File: src/rtl/friscv_pkg.sv
// rtl/friscv_pkg.sv - shared RV32I decode constants, ALU op codes and decode FSM states
package friscv_pkg;

  localparam int ARCH = 32;

  localparam logic [6:0] OPC_OP     = 7'b0110011;
  localparam logic [6:0] OPC_OP_IMM = 7'b0010011;
  localparam logic [6:0] OPC_LUI    = 7'b0110111;
  localparam logic [6:0] OPC_AUIPC  = 7'b0010111;

  localparam logic [2:0] F3_ADD  = 3'b000;
  localparam logic [2:0] F3_SLL  = 3'b001;
  localparam logic [2:0] F3_SLT  = 3'b010;
  localparam logic [2:0] F3_SLTU = 3'b011;
  localparam logic [2:0] F3_XOR  = 3'b100;
  localparam logic [2:0] F3_SR   = 3'b101;
  localparam logic [2:0] F3_OR   = 3'b110;
  localparam logic [2:0] F3_AND  = 3'b111;

  localparam logic [6:0] F7_ZERO = 7'b0000000;
  localparam logic [6:0] F7_ALT  = 7'b0100000;

  localparam logic [3:0] ALU_AND = 4'd0;
  localparam logic [3:0] ALU_OR  = 4'd1;
  localparam logic [3:0] ALU_XOR = 4'd2;
  localparam logic [3:0] ALU_ADD = 4'd3;
  localparam logic [3:0] ALU_SUB = 4'd4;
  localparam logic [3:0] ALU_SLT = 4'd5;
  localparam logic [3:0] ALU_SLL = 4'd6;
  localparam logic [3:0] ALU_SAR = 4'd7;
  localparam logic [3:0] ALU_SLR = 4'd8;

  typedef enum logic [1:0] {EMPTY, FULL, HALT} decode_state_t;

  function automatic logic [ARCH-1:0] zext_shamt(input logic [4:0] shamt);
    return {{(ARCH-5){1'b0}}, shamt};
  endfunction

endpackage

File: src/rtl/alu_decode_imm_gen.sv
// rtl/alu_decode_imm_gen.sv - combinational I-type and U-type immediate extraction
module imm_gen
  import friscv_pkg::*;
(
  input  logic [31:0]     instr_in,
  output logic [ARCH-1:0] imm_i_out,
  output logic [ARCH-1:0] imm_u_out
);

  assign imm_i_out = {{(ARCH-12){instr_in[31]}}, instr_in[31:20]};
  assign imm_u_out = {instr_in[31:12], 12'b0};

endmodule

File: src/rtl/alu_decode.sv
// rtl/alu_decode.sv - registered RV32I decode stage feeding the ALU (optional FRISCV_DECODE_ILLEGAL_EN halt)
module alu_decode
  import friscv_pkg::*;
(
  input  logic            clk_in,
  input  logic            rst_in,
  input  logic [31:0]     instr_in,
  input  logic [ARCH-1:0] pc_in,
  input  logic [ARCH-1:0] rs1_data_in,
  input  logic [ARCH-1:0] rs2_data_in,
  input  logic            instr_valid_in,
  output logic            instr_ready_out,
  output logic [3:0]      alu_ctrl_out,
  output logic [ARCH-1:0] alu_a_out,
  output logic [ARCH-1:0] alu_b_out,
  output logic [4:0]      rd_addr_out,
  output logic            rd_we_out,
  output logic            alu_valid_out,
`ifdef FRISCV_DECODE_ILLEGAL_EN
  output logic            illegal_out,
`endif
  input  logic            alu_ready_in
);

  decode_state_t   r_state;
  decode_state_t   w_state_nxt;
  logic [3:0]      r_ctrl;
  logic [ARCH-1:0] r_a;
  logic [ARCH-1:0] r_b;
  logic [4:0]      r_rd;
  logic            r_we;

  logic [6:0]      w_opc;
  logic [2:0]      w_f3;
  logic [6:0]      w_f7;
  logic [4:0]      w_rd;
  logic [ARCH-1:0] w_imm_i;
  logic [ARCH-1:0] w_imm_u;
  logic [3:0]      w_ctrl;
  logic [ARCH-1:0] w_a;
  logic [ARCH-1:0] w_b;
  logic            w_illegal;
  logic            w_we;
  logic            w_accept;
  logic            w_drain;
  logic            w_halt_on_accept;

  assign w_opc = instr_in[6:0];
  assign w_f3  = instr_in[14:12];
  assign w_f7  = instr_in[31:25];
  assign w_rd  = instr_in[11:7];

  imm_gen u_imm_gen (
    .instr_in  (instr_in),
    .imm_i_out (w_imm_i),
    .imm_u_out (w_imm_u)
  );

  always_comb begin
    w_ctrl    = ALU_ADD;
    w_a       = '0;
    w_b       = '0;
    w_illegal = 1'b0;
    case (w_opc)
      OPC_OP: begin
        w_a = rs1_data_in;
        w_b = rs2_data_in;
        case (w_f3)
          F3_ADD: begin
            w_ctrl    = (w_f7 == F7_ALT) ? ALU_SUB : ALU_ADD;
            w_illegal = (w_f7 != F7_ZERO) && (w_f7 != F7_ALT);
          end
          F3_SLL: begin
            w_ctrl    = ALU_SLL;
            w_b       = zext_shamt(rs2_data_in[4:0]);
            w_illegal = (w_f7 != F7_ZERO);
          end
          F3_SLT: begin w_ctrl = ALU_SLT; w_illegal = (w_f7 != F7_ZERO); end
          F3_XOR: begin w_ctrl = ALU_XOR; w_illegal = (w_f7 != F7_ZERO); end
          F3_OR:  begin w_ctrl = ALU_OR;  w_illegal = (w_f7 != F7_ZERO); end
          F3_AND: begin w_ctrl = ALU_AND; w_illegal = (w_f7 != F7_ZERO); end
          F3_SR: begin
            w_ctrl    = (w_f7 == F7_ALT) ? ALU_SAR : ALU_SLR;
            w_b       = zext_shamt(rs2_data_in[4:0]);
            w_illegal = (w_f7 != F7_ZERO) && (w_f7 != F7_ALT);
          end
          default: w_illegal = 1'b1;
        endcase
      end
      OPC_OP_IMM: begin
        w_a = rs1_data_in;
        w_b = w_imm_i;
        case (w_f3)
          F3_ADD: w_ctrl = ALU_ADD;
          F3_SLT: w_ctrl = ALU_SLT;
          F3_XOR: w_ctrl = ALU_XOR;
          F3_OR:  w_ctrl = ALU_OR;
          F3_AND: w_ctrl = ALU_AND;
          F3_SLL: begin
            w_ctrl    = ALU_SLL;
            w_b       = zext_shamt(instr_in[24:20]);
            w_illegal = (w_f7 != F7_ZERO);
          end
          F3_SR: begin
            w_ctrl    = (w_f7 == F7_ALT) ? ALU_SAR : ALU_SLR;
            w_b       = zext_shamt(instr_in[24:20]);
            w_illegal = (w_f7 != F7_ZERO) && (w_f7 != F7_ALT);
          end
          default: w_illegal = 1'b1;
        endcase
      end
      OPC_LUI: w_b = w_imm_u;
      OPC_AUIPC: begin
        w_a = pc_in;
        w_b = w_imm_u;
      end
      default: w_illegal = 1'b1;
    endcase
    // Illegal words collapse to a harmless ADD 0,0 with no writeback
    if (w_illegal) begin
      w_ctrl = ALU_ADD;
      w_a    = '0;
      w_b    = '0;
    end
  end

  assign w_we = (w_rd != 5'd0) && !w_illegal;

  assign instr_ready_out = (r_state == EMPTY) || ((r_state == FULL) && alu_ready_in);
  assign w_accept        = instr_valid_in && instr_ready_out;
  assign w_drain         = (r_state == FULL) && alu_ready_in;

`ifdef FRISCV_DECODE_ILLEGAL_EN
  assign w_halt_on_accept = w_illegal;
`else
  assign w_halt_on_accept = 1'b0;
`endif

  always_comb begin
    w_state_nxt = r_state;
    case (r_state)
      EMPTY: if (w_accept) w_state_nxt = w_halt_on_accept ? HALT : FULL;
      FULL: begin
        if (w_accept)     w_state_nxt = w_halt_on_accept ? HALT : FULL;
        else if (w_drain) w_state_nxt = EMPTY;
      end
      HALT:    w_state_nxt = HALT;
      default: w_state_nxt = EMPTY;
    endcase
  end

  always_ff @(posedge clk_in) begin
    if (rst_in) begin
      r_state <= EMPTY;
      r_ctrl  <= ALU_ADD;
      r_a     <= '0;
      r_b     <= '0;
      r_rd    <= '0;
      r_we    <= 1'b0;
    end else begin
      r_state <= w_state_nxt;
      if (w_accept) begin
        r_ctrl <= w_ctrl;
        r_a    <= w_a;
        r_b    <= w_b;
        r_rd   <= w_rd;
        r_we   <= w_we;
      end
    end
  end

`ifdef FRISCV_DECODE_ILLEGAL_EN
  logic r_illegal;

  always_ff @(posedge clk_in) begin
    if (rst_in) r_illegal <= 1'b0;
    else if (w_accept && w_illegal) r_illegal <= 1'b1;
  end

  assign illegal_out = r_illegal;
`endif

  assign alu_valid_out = (r_state == FULL);
  assign alu_ctrl_out  = r_ctrl;
  assign alu_a_out     = r_a;
  assign alu_b_out     = r_b;
  assign rd_addr_out   = r_rd;
  assign rd_we_out     = r_we;

endmodule

File: config.mk
export PLATFORM = sky130hd
export DESIGN_NAME = alu_decode
export DESIGN_NICKNAME = d
export VERILOG_FILES = /design/src/rtl/friscv_pkg.sv /design/src/rtl/alu_decode_imm_gen.sv /design/src/rtl/alu_decode.sv
export SDC_FILE = /design/constraint.sdc
export NUM_CORES = 1
export LEC_CHECK = 0
export ABC_AREA = 1
export BUFFER_PORTS_ARGS = -buffer_cell sky130_fd_sc_hd__buf_2
export CELL_PAD_IN_SITES_DETAIL_PLACEMENT = 1
export CELL_PAD_IN_SITES_GLOBAL_PLACEMENT = 1
export CORE_ASPECT_RATIO = 0.6
export CORE_MARGIN = 5
export CORE_UTILIZATION = 30
export CTS_CLUSTER_SIZE = 12
export DETAILED_ROUTE_END_ITERATION = 10
export PLACE_DENSITY_LB_ADDON = 0.1
export SETUP_SLACK_MARGIN = 0.02
export SYNTH_ARGS = -nofsm -noshare
export SYNTH_HDL_FRONTEND = slang
export SYNTH_SLANG_ARGS = --single-unit
export TNS_END_PERCENT = 100
File: constraint.sdc
create_clock -name clk_in -period 1.9 [get_ports clk_in]
set_input_delay 0.38 -clock clk_in [delete_from_list [all_inputs] [get_ports clk_in]]
set_output_delay 0.38 -clock clk_in [all_outputs]
set_load 0.005 [all_outputs]
# Word level (Yosys, flattened, before mapping)
# Index checks and enable logic that the tools add are counted.
[word_totals]
output_inout_bits = 76
reg_bits = 76
in_bits = 132
elab_cells = 58
[classes]
n_eq_ne = 16
reduce_logical = 17
mux = 19
[ops]
columns = ["operator", "n"]
rows = [
  ["32-bit 2-to-1 mux", 4],
  ["32-bit one-hot mux with 3 select lines", 1],
  ["32-bit one-hot mux with 2 select lines", 1],
  ["4-bit one-hot mux with 7 select lines", 1],
  ["4-bit one-hot mux with 6 select lines", 1],
  ["7-bit by 6-bit equality test with 1-bit output, second input constant", 3],
  ["7-bit by 5-bit equality test with 1-bit output, second input constant", 2],
  ["3-bit equality test, second input constant", 4],
  ["5-bit OR reduction", 2],
  ["4-bit 2-to-1 mux", 2],
  ["4-bit one-hot mux with 2 select lines", 1],
  ["2-bit OR reduction", 4],
  ["7-bit by 6-bit inequality test with 1-bit output, second input constant", 1],
  ["7-bit nonzero test", 1],
  ["2-bit 2-to-1 mux", 3],
  ["1-bit one-hot mux with 3 select lines", 2],
  ["2-bit one-hot mux with 3 select lines", 1],
  ["5-bit nonzero test", 1],
  ["1-bit logical AND", 4],
  ["3-bit by 1-bit equality test with 1-bit output, second input constant", 1],
  ["3-bit by 2-bit equality test with 1-bit output, second input constant", 1],
  ["3-bit logical NOT", 1],
  ["3-bit 2-to-1 mux", 1],
  ["3-bit by 1-bit inequality test with 1-bit output, second input constant", 1],
  ["other kinds (8)", 8],
]

# Longest topological paths before layout
# Gate-level depths: netlist of the first run.
[logic_depth]
depth_word = 6
ltp_mapped = 12

# Cells and area by module
# Synthesis of the first run repeated with hierarchy kept, for this count alone.
[unflattened]
cells_unflattened = 766
hier_area_um2 = 4813.4
[by_module_without_submodules]
columns = ["module", "cells_each", "instances", "area_per_inst_um2"]
rows = [
  ["alu_decode", 701, 1, 4329.2],
  ["imm_gen", 65, 1, 484.2],
]

# Worst setup path after synthesis of the first run
# OpenSTA, ideal clock, no wires.
[synth_timing]
path_kind = "in2reg"
from = "input instr_in[1]"
to = "register r_b[22] (netlist: alu_b_out[22])"
slack_ps = 312
cell_stages = 12
arrival_ps = 1471
setup_ps = 117
cell_sequence = "nand2_1 > inv_1 > nand2_1 > nor2_2 > inv_2 > nor2_4 > nand2_1 > nand3_2 > nand2_1 > inv_2 > buf_6 > nor2_1"
[synth_via]
elab_chain_cells = 4
elab_cells_between_ends = 8
cone_classes = "4 x eq/ne; 3 x mux; 1 x reduce/logical"
[synth_rtl]
columns = ["item", "line", "rtl"]
rows = [
  ["start, declared", "alu_decode.sv:7", "input logic [31:0] instr_in,"],
  ["7-bit by 5-bit equality test with 1-bit output / 7-bit by 6-bit equality test with 1-bit output (equally long branches)", "alu_decode.sv:64", "case (w_opc)"],
  ["2-bit OR reduction (no source line)", "--", ""],
  ["32-bit one-hot mux with 3 select lines / 1-bit one-hot mux with 3 select lines (equally long branches)", "alu_decode.sv:64", ""],
  ["32-bit 2-to-1 mux *", "alu_decode.sv:120", "if (w_illegal) begin"],
  ["end signal, assigned", "alu_decode.sv:165", "r_b <= w_b;"],
  ["end, declared", "alu_decode.sv:29", "logic [ARCH-1:0] r_b;"],
]
# Every way passes the cells marked *; elsewhere a longest branch is shown, timed or not.
# A chain may end at the register's enable or synchronous reset.

# Worst setup path after layout of the first run
[layout_timing]
from = "register r_state[0]"
to = "register r_b[31] (netlist: alu_b_out[31])"
[layout_via]
elab_chain_cells = 4
elab_cells_between_ends = 5
cone_classes = "1 x eq/ne; 4 x reduce/logical"
[layout_rtl]
columns = ["item", "line", "rtl"]
rows = [
  ["start, declared", "alu_decode.sv:25", "decode_state_t r_state;"],
  ["start signal, assigned", "alu_decode.sv:161", "r_state <= w_state_nxt;"],
  ["2-bit by 1-bit equality test with 1-bit output", "alu_decode.sv:129", "assign instr_ready_out = (r_state == EMPTY) || ((r_state == FULL) && alu_ready_in);"],
  ["1-bit logical AND", "alu_decode.sv:129", ""],
  ["1-bit logical OR *", "alu_decode.sv:129", ""],
  ["1-bit logical AND *", "alu_decode.sv:130", "assign w_accept = instr_valid_in && instr_ready_out;"],
]
# Marked as above.

==> summary.txt, run 1 <==
Global routing
  – Pin count of the biggest net entering global routing: 47
  – Met1 Use GR: 28.7%
  – Initial antenna violation count: 0
  – Vias in the first global route: 5254
  – M2 GR Usage: 32.9%
  – M3 GR Usage: 4.82%
  – Grt peak-use layer: met2
  – First-pass GRT wire length: 27100 um
  – Global Route Usage Sum: 20.5%
  – Gr ovfl total: 0

Logic synthesis
  – Prevailing post-synth register cell: dfxtp_1
  – Sequential cell area fraction in the yosys report: 37.1%
  – Syn avg cell area: 6.50 um^2
  – Yosys Warn Count: 0
  – Asr flop ratio synth: 0%
  – Synthesized netlist cell count: 631
  – Synth Cell Area: just over 4000 um^2
  – EDFF count, synth: 0
  – Synthesized flop and latch total: 76
  – Post-Syn Nets: between 700 and 800
  – Post-synthesis cell type count: 25

Floorplan
  – Die ar.: ~16000 um^2
  – Initial Utilization: roughly 30%
  – Core area: 13500 um^2
  – Die Span Y: ~100 um
  – Site Rows: 33
  – Die W: 161 um
  – Ports: 208

Timing
  – Worst slew margin: 66.1%
  – Max Clock Skew: between 0.004 and 0.005 ns
  – Tcrit/Tclk final: 87.9%
  – Fin crit period: 1.67 ns
  – Max Slew Vio Count: 0
  – RSZ-0062 raised after global routing: false
  – Fmax: 599 MHz
  – Hold Fails Final Rpt: 0
  – Setup ws final: 0.230 ns
  – Final setup violation count: 0
  – Worst-margin pin slew: 0.508 ns

Route
  – DR vias/cell: 5.02
  – Routed Antenna Nets: 0
  – Drt total wl: between 15000 and 20000 um
  – Vias: 5114
  – DRC: 0
  – Post-DR wirelength/cell: 16.5 um
  – First drt pass iteration count: 4
  – DR iter-0 viols: between 200 and 250

Critical path
  – CP Class: flop to flop
  – CP required: 2.16 ns
  – Startpoint Class: flop
  – Worst Path Max Fanout: 46
  – Arrival time worst endpoint: a little under 2 ns
  – Crit path capture type: flop
  – Worst reg-to-reg setup slack: 0.23 ns

Cells and area
  – Final Cell Area: 5870 um^2
  – Most frequent cells in the layout: buf_2, nand2_1, dfxtp_1
  – ANT cells: 0
  – Core Util, Final: a little over two fifths
  – Share of cells above drive strength 1: 33.6%
  – Commonest non-fill, non-tap cell in the layout: buf_2
  – Area delta synth->final: 43.3%
  – FILL cells: ~1800
  – Nets: 972

Pwr
  – Total power: between 4000 and 5000 uW
  – LEAKAGE: 0.00278 uW
  – Power Density: 692 nW/um^2
  – Peak supply drop: 389 uV

CTS
  – Clock root buffer: clkbuf_16
  – Clock Pin Slew Worst Setup and Hold Paths: 0.06 ns
  – Clock Sinks: between 70 and 80
  – Skew-Pair Late Insertion Delay: 0.33 ns
  – H-tree depth: 3
  – CTS tree: yes
  – Max clock buf depth: 2
  – Cts bufs inserted: 9

Place
  – GP Congestion: 0.897
  – Instance area at placement: roughly 5500 um^2
  – Worst slack at placement: -0.0692 ns
  – # port buffers: 207
  – Detail Placement HPWL: 13300 um

Flow run
  – Number of max-cap violations: 0

Worst hold path
  – Hold Crit Class: input pin to flop

Outcome
  – Status: finished clean
==> cells in the mapped netlist, types with 2 or more instances <==
library cell  instances  share of area, %
a21oi_1              62               7.6
buf_1                 3              0.27
buf_2                17               2.1
clkbuf_1             27               2.5
dfxtp_1              76                37
inv_1                48               4.4
inv_2                 9              0.82
nand2_1             174                16
nand3_1              19               2.3
nand3b_1              3              0.55
nand4_1              66                10
nor2_1               40               3.7
nor2_2                3              0.46
nor2_4                2              0.55
nor3_1                5              0.61
nor3_2                2              0.49
o211ai_1             14               2.6
o21ai_0              54               6.6
==> state kept, by name (all words and copies together), names as in the netlist <==
signal	flops
alu_a_out	32
alu_b_out	32
alu_ctrl_out	4
r_state	2
rd_addr_out	5
rd_we_out	1
==> cell type report <==
| type | instances | area (um^2) | share of cell area [%] |
|---|---|---|---|
| inverter | 57 | 214 | 3.64 |
| clock buffer | 11 | 253 | 4.30 |
| clock inverter | 4 | 72.6 | 1.24 |
| sequential | 76 | 1520 | 25.9 |
| timing repair buffer | 247 | 1420 | 24.2 |
| multi-input combinational | 449 | 2170 | 36.9 |
| tap | 175 | 219 | 3.73 |
==> layer usage <==
metal / up-vias / share of wire, %
li1: 2535 / -
met1: 2416 / 48
met2: 150 / 45
met3: 13 / 6.5
met4: 0 / 0.83
met5: - / 0
==> critical path, cell delays in order, from the launching register on <==
cell	delay [ns]
dfxtp_1	0.30
inv_1	0.09
nor2_1	0.09
nor3_4	0.27
buf_12	0.18
buf_12	0.21
buf_4	0.19
o21ai_0	0.09
a21oi_1	0.16
==> logic make-up (layout without fill, tap and decap cells) <==
| kind of cell | count (synthesis) | in the layout | synth area share, % |
|---|---|---|---|
| AO/OA/AOI/OAI | 132 | 132 | 17.2 |
| buffers and inverters | 106 | 319 | 10.5 |
| flip-flops | 76 | 76 | 37.1 |
| AND/OR/NAND/NOR | 317 | 317 | 35.2 |
==> report_power, final <==
| part | total [uW] | internal (uW) | leakage [uW] | switching [uW] |
|---|---|---|---|---|
| logic | 506 | 225 | 0.00200 | 281 |
| clock network | 1900 | 1210 | 0.000158 | 684 |
| registers | 1660 | 1640 | 0.000618 | 25.4 |
| total | 4060 | 3070 | 0.00278 | 991 |
==> final timing paths <==
| path | startpoint | end | cells after the start |
|---|---|---|---|
| max | r_state[0] | alu_b_out[31] | 8 |
| min | instr_in[9] | rd_addr_out[2] | 3 |
| max reg2reg | r_state[0] | alu_b_out[31] | 8 |
| min reg2reg | alu_a_out[8] | alu_a_out[8] | 2 |
==> repair_timing <==
item / 4_1_cts / 5_1_grt
endpoints found under the setup margin: 0 / 22
setup buffers: 0 / 0
resized for setup: 0 / 1
hold buffers: 0 / 0
==> metrics by stage <==
step                      cells  hold WS, ns  TNS [ns]
after floorplan             631        0.455         0
final                      1019        0.309         0
after CTS                  1019        0.300         0
after global routing       1019        0.340         0
after global placement     1004        0.450         0
after detailed placement   1004        0.455     -1.86
Note: power is estimated with default switching activity, not from simulation.
==> run 2, diff against run 1 <==
--- a/config.mk
+++ b/config.mk
@@ -14,7 +14,9 @@
 export CORE_UTILIZATION = 30
 export CTS_CLUSTER_SIZE = 12
 export DETAILED_ROUTE_END_ITERATION = 10
+export GPL_TIMING_DRIVEN = 0
 export PLACE_DENSITY_LB_ADDON = 0.1
+export RECOVER_POWER = 25
 export SETUP_SLACK_MARGIN = 0.02
 export SYNTH_ARGS = -nofsm -noshare
 export SYNTH_HDL_FRONTEND = slang
==> run 2 against run 1 <==
Compared with the run above:
- final area down 2.4%
- wire length is 6.2% higher
- register-to-register slack lost 0.05 ns
- worst setup slack lost 0.083 ns
- sequential cell count did not move
- sequential share of layout area is 0.64 points higher
- core utilization shrank 1.0 points
- via count grew 1.6%
- fmax shrank 4.7%
==> summary.txt, run 2 (same netlist as run 1, synthesis figures left out) <==
Outcome
  – Status: finished clean (unchanged)

Floorplan
  – Ports: 208 (unchanged)
  – Die ar.: 16200 um^2 (unchanged)
  – Site Rows: 33 (unchanged)
  – Initial Utilization: 30.4% (unchanged)
  – Die W: 161 um (unchanged)
  – Die Span Y: 101 um (unchanged)
  – Core area: 13500 um^2 (unchanged)

Timing
  – Setup ws final: 0.147 ns (was 0.230 ns)
  – Fmax: 570 MHz (was 599 MHz)
  – Final setup violation count: 0 (unchanged)
  – Max Slew Vio Count: 0 (unchanged)
  – Hold Fails Final Rpt: 0 (unchanged)
  – Worst-margin pin slew: 0.565 ns (was 0.508 ns)
  – Fin crit period: 1.75 ns (was 1.67 ns)
  – Hold WS: 0.308 ns (was 0.309 ns)
  – Tcrit/Tclk final: 92.3% (was 87.9%)
  – Worst slew margin: 62.3% (was 66.1%)
  – Max Clock Skew: 0.00355 ns (was 0.00485 ns)

Critical path
  – CP required: 2.16 ns (about the same)
  – Crit-path max cell delay: 0.28 ns (was 0.30 ns)
  – Worst Path Max Fanout: 10 (was 46)
  – Top cell by count, worst path: nand2_1 (was buf_12)
  – Reg-to-reg startpoint: r_state[0] (unchanged)
  – Startpoint Class: input pin (was flop)
  – CP max-delay cell: buf_2 (was dfxtp_1)
  – Crit. Startpoint: instr_in[27] (was r_state[0])
  – Arrival time worst endpoint: 2.02 ns (was 1.93 ns)
  – Critical path buffers and inverters: 3 (was 4)
  – Critical path's top delay family: simple AND/OR/NAND/NOR gates (was buffers and inverters)
  – CP cell instances: buf_2 > inv_1 > nand2_1 > nor2_1 > nand2_1 > nand2_1 > nand3_1 > nand2_2 > buf_2 > nand4_1 > a21oi_1 (was inv_1 > nor2_1 > nor3_4 > buf_12 > buf_12 > buf_4 > o21ai_0 > a21oi_1)
  – CP Class: input pin to flop (was flop to flop)
  – Crit path capture type: flop (unchanged)

Cells and area
  – ANT cells: 0 (unchanged)
  – Share of cells above drive strength 1: 29.1% (was 33.6%)
  – Nets: 982 (was 972)
  – Commonest non-fill, non-tap cell in the layout: buf_2 (unchanged)
  – Most frequent cells in the layout: buf_2, nand2_1, dfxtp_1 (unchanged)
  – Area delta synth->final: 39.8% (was 43.3%)

Global routing
  – Vias in the first global route: 5328 (was 5254)
  – Initial antenna violation count: 0 (unchanged)
  – First-pass GRT wire length: 27800 um (was 27100 um)
  – Gr ovfl total: 0 (unchanged)
  – Pin count of the biggest net entering global routing: 15 (was 47)
  – Global Route Usage Sum: 21.5% (was 20.5%)

Pwr
  – Peak supply drop: 353 uV (was 389 uV)
  – Power Density: 728 nW/um^2 (was 692 nW/um^2)
  – Total power: 4170 uW (was 4060 uW)
  – LEAKAGE: 0.00260 uW (was 0.00278 uW)

CTS
  – Skew-Pair Late Insertion Delay: 0.34 ns (was 0.33 ns)
  – CTS tree: yes (unchanged)
  – H-tree depth: 3 (unchanged)
  – Clock root buffer: clkbuf_16 (unchanged)
  – Max clock buf depth: 2 (unchanged)
  – Clock Sinks: 76 (unchanged)
  – Clock Pin Slew Worst Setup and Hold Paths: 0.06 ns (about the same)
  – Hold Buf Count CTS: 0 (unchanged)
  – Cts bufs inserted: 9 (unchanged)

Flow run
  – Number of max-cap violations: 0 (unchanged)

Place
  – Worst slack at placement: -0.306 ns (was -0.0692 ns)
  – Detail Placement HPWL: 14500 um (was 13300 um)
  – # port buffers: 206 (was 207)
  – GP Congestion: 0.835 (was 0.897)

Route
  – WL met1: 9210 um (was 8110 um)
  – Routed wire length on met3: 1080 um (was 1100 um)
  – First drt pass iteration count: 4 (unchanged)
  – Post-DR wirelength/cell: 17.4 um (was 16.5 um)
  – DRC: 0 (unchanged)
  – DR iter-0 viols: 233 (was 206)
  – DR vias/cell: 5.04 (was 5.02)
  – Vias: 5196 (was 5114)
  – Met2 WL: 7380 um (was 7500 um)
  – Drt total wl: 17900 um (was 16800 um)
  – Routed Antenna Nets: 0 (unchanged)
  – Top Metal Used: met4 (unchanged)

Worst hold path
  – Hold path startpoint: instr_in[9] (unchanged)
  – Hold Crit Class: input pin to flop (unchanged)
[run 2: final cells by class]
type,count,area [um^2]
tap,175,219
fill,1823,7770
clock inverter,7,124
inverter,57,214
sequential,76,1520
timing repair buffer,208,1010
buffer,49,245
multi-input combinational,449,2170
clock buffer,9,225
[run 2: layer usage]
| layer | vias up | track usage (%) |
|---|---|---|
| li1 | 2562 | - |
| met5 | - | 0 |
| met1 | 2481 | 31.4 |
| met4 | 0 | 4.85 |
| met2 | 136 | 31.7 |
| met3 | 17 | 5.64 |
[run 2: final timing paths]
check             slack [ns]  cells past startpoint              to
setup / recovery        0.15                     11   alu_a_out[25]
hold / removal          0.31                      3  rd_addr_out[2]
setup reg to reg        0.18                      9   alu_b_out[29]
hold reg to reg         0.47                      2   alu_a_out[11]
[run 2: repair_timing]
item                       4_1_cts  5_1_grt
setup endpoints to repair       49       63
pin swaps                        0        2
gates resized for setup          6       26
setup buffers                    0        2
[run 2: report_power, final]
part	switching (uW)	internal [uW]
registers	23.4	1640
clock network	725	1290
logic	290	203
[run 2: worst min-delay path, stage by stage]
cell,delay (ns)
buf_2,0.10
inv_1,0.06
a21oi_1,0.06
[run 2: metrics by stage]
step / instances / instance area, um^2 / TNS [ns] / util [%]
finish: 1030 / 5730 / 0 / 42.5
global placement: 1012 / 5350 / -12.23 / 39.6
floorplan: 631 / 4100 / 0 / -
detailed placement: 1012 / 5350 / -14.44 / 39.6
CTS: 1028 / 5710 / 0 / 42.3
global route: 1030 / 5730 / -0.0254 / 42.5
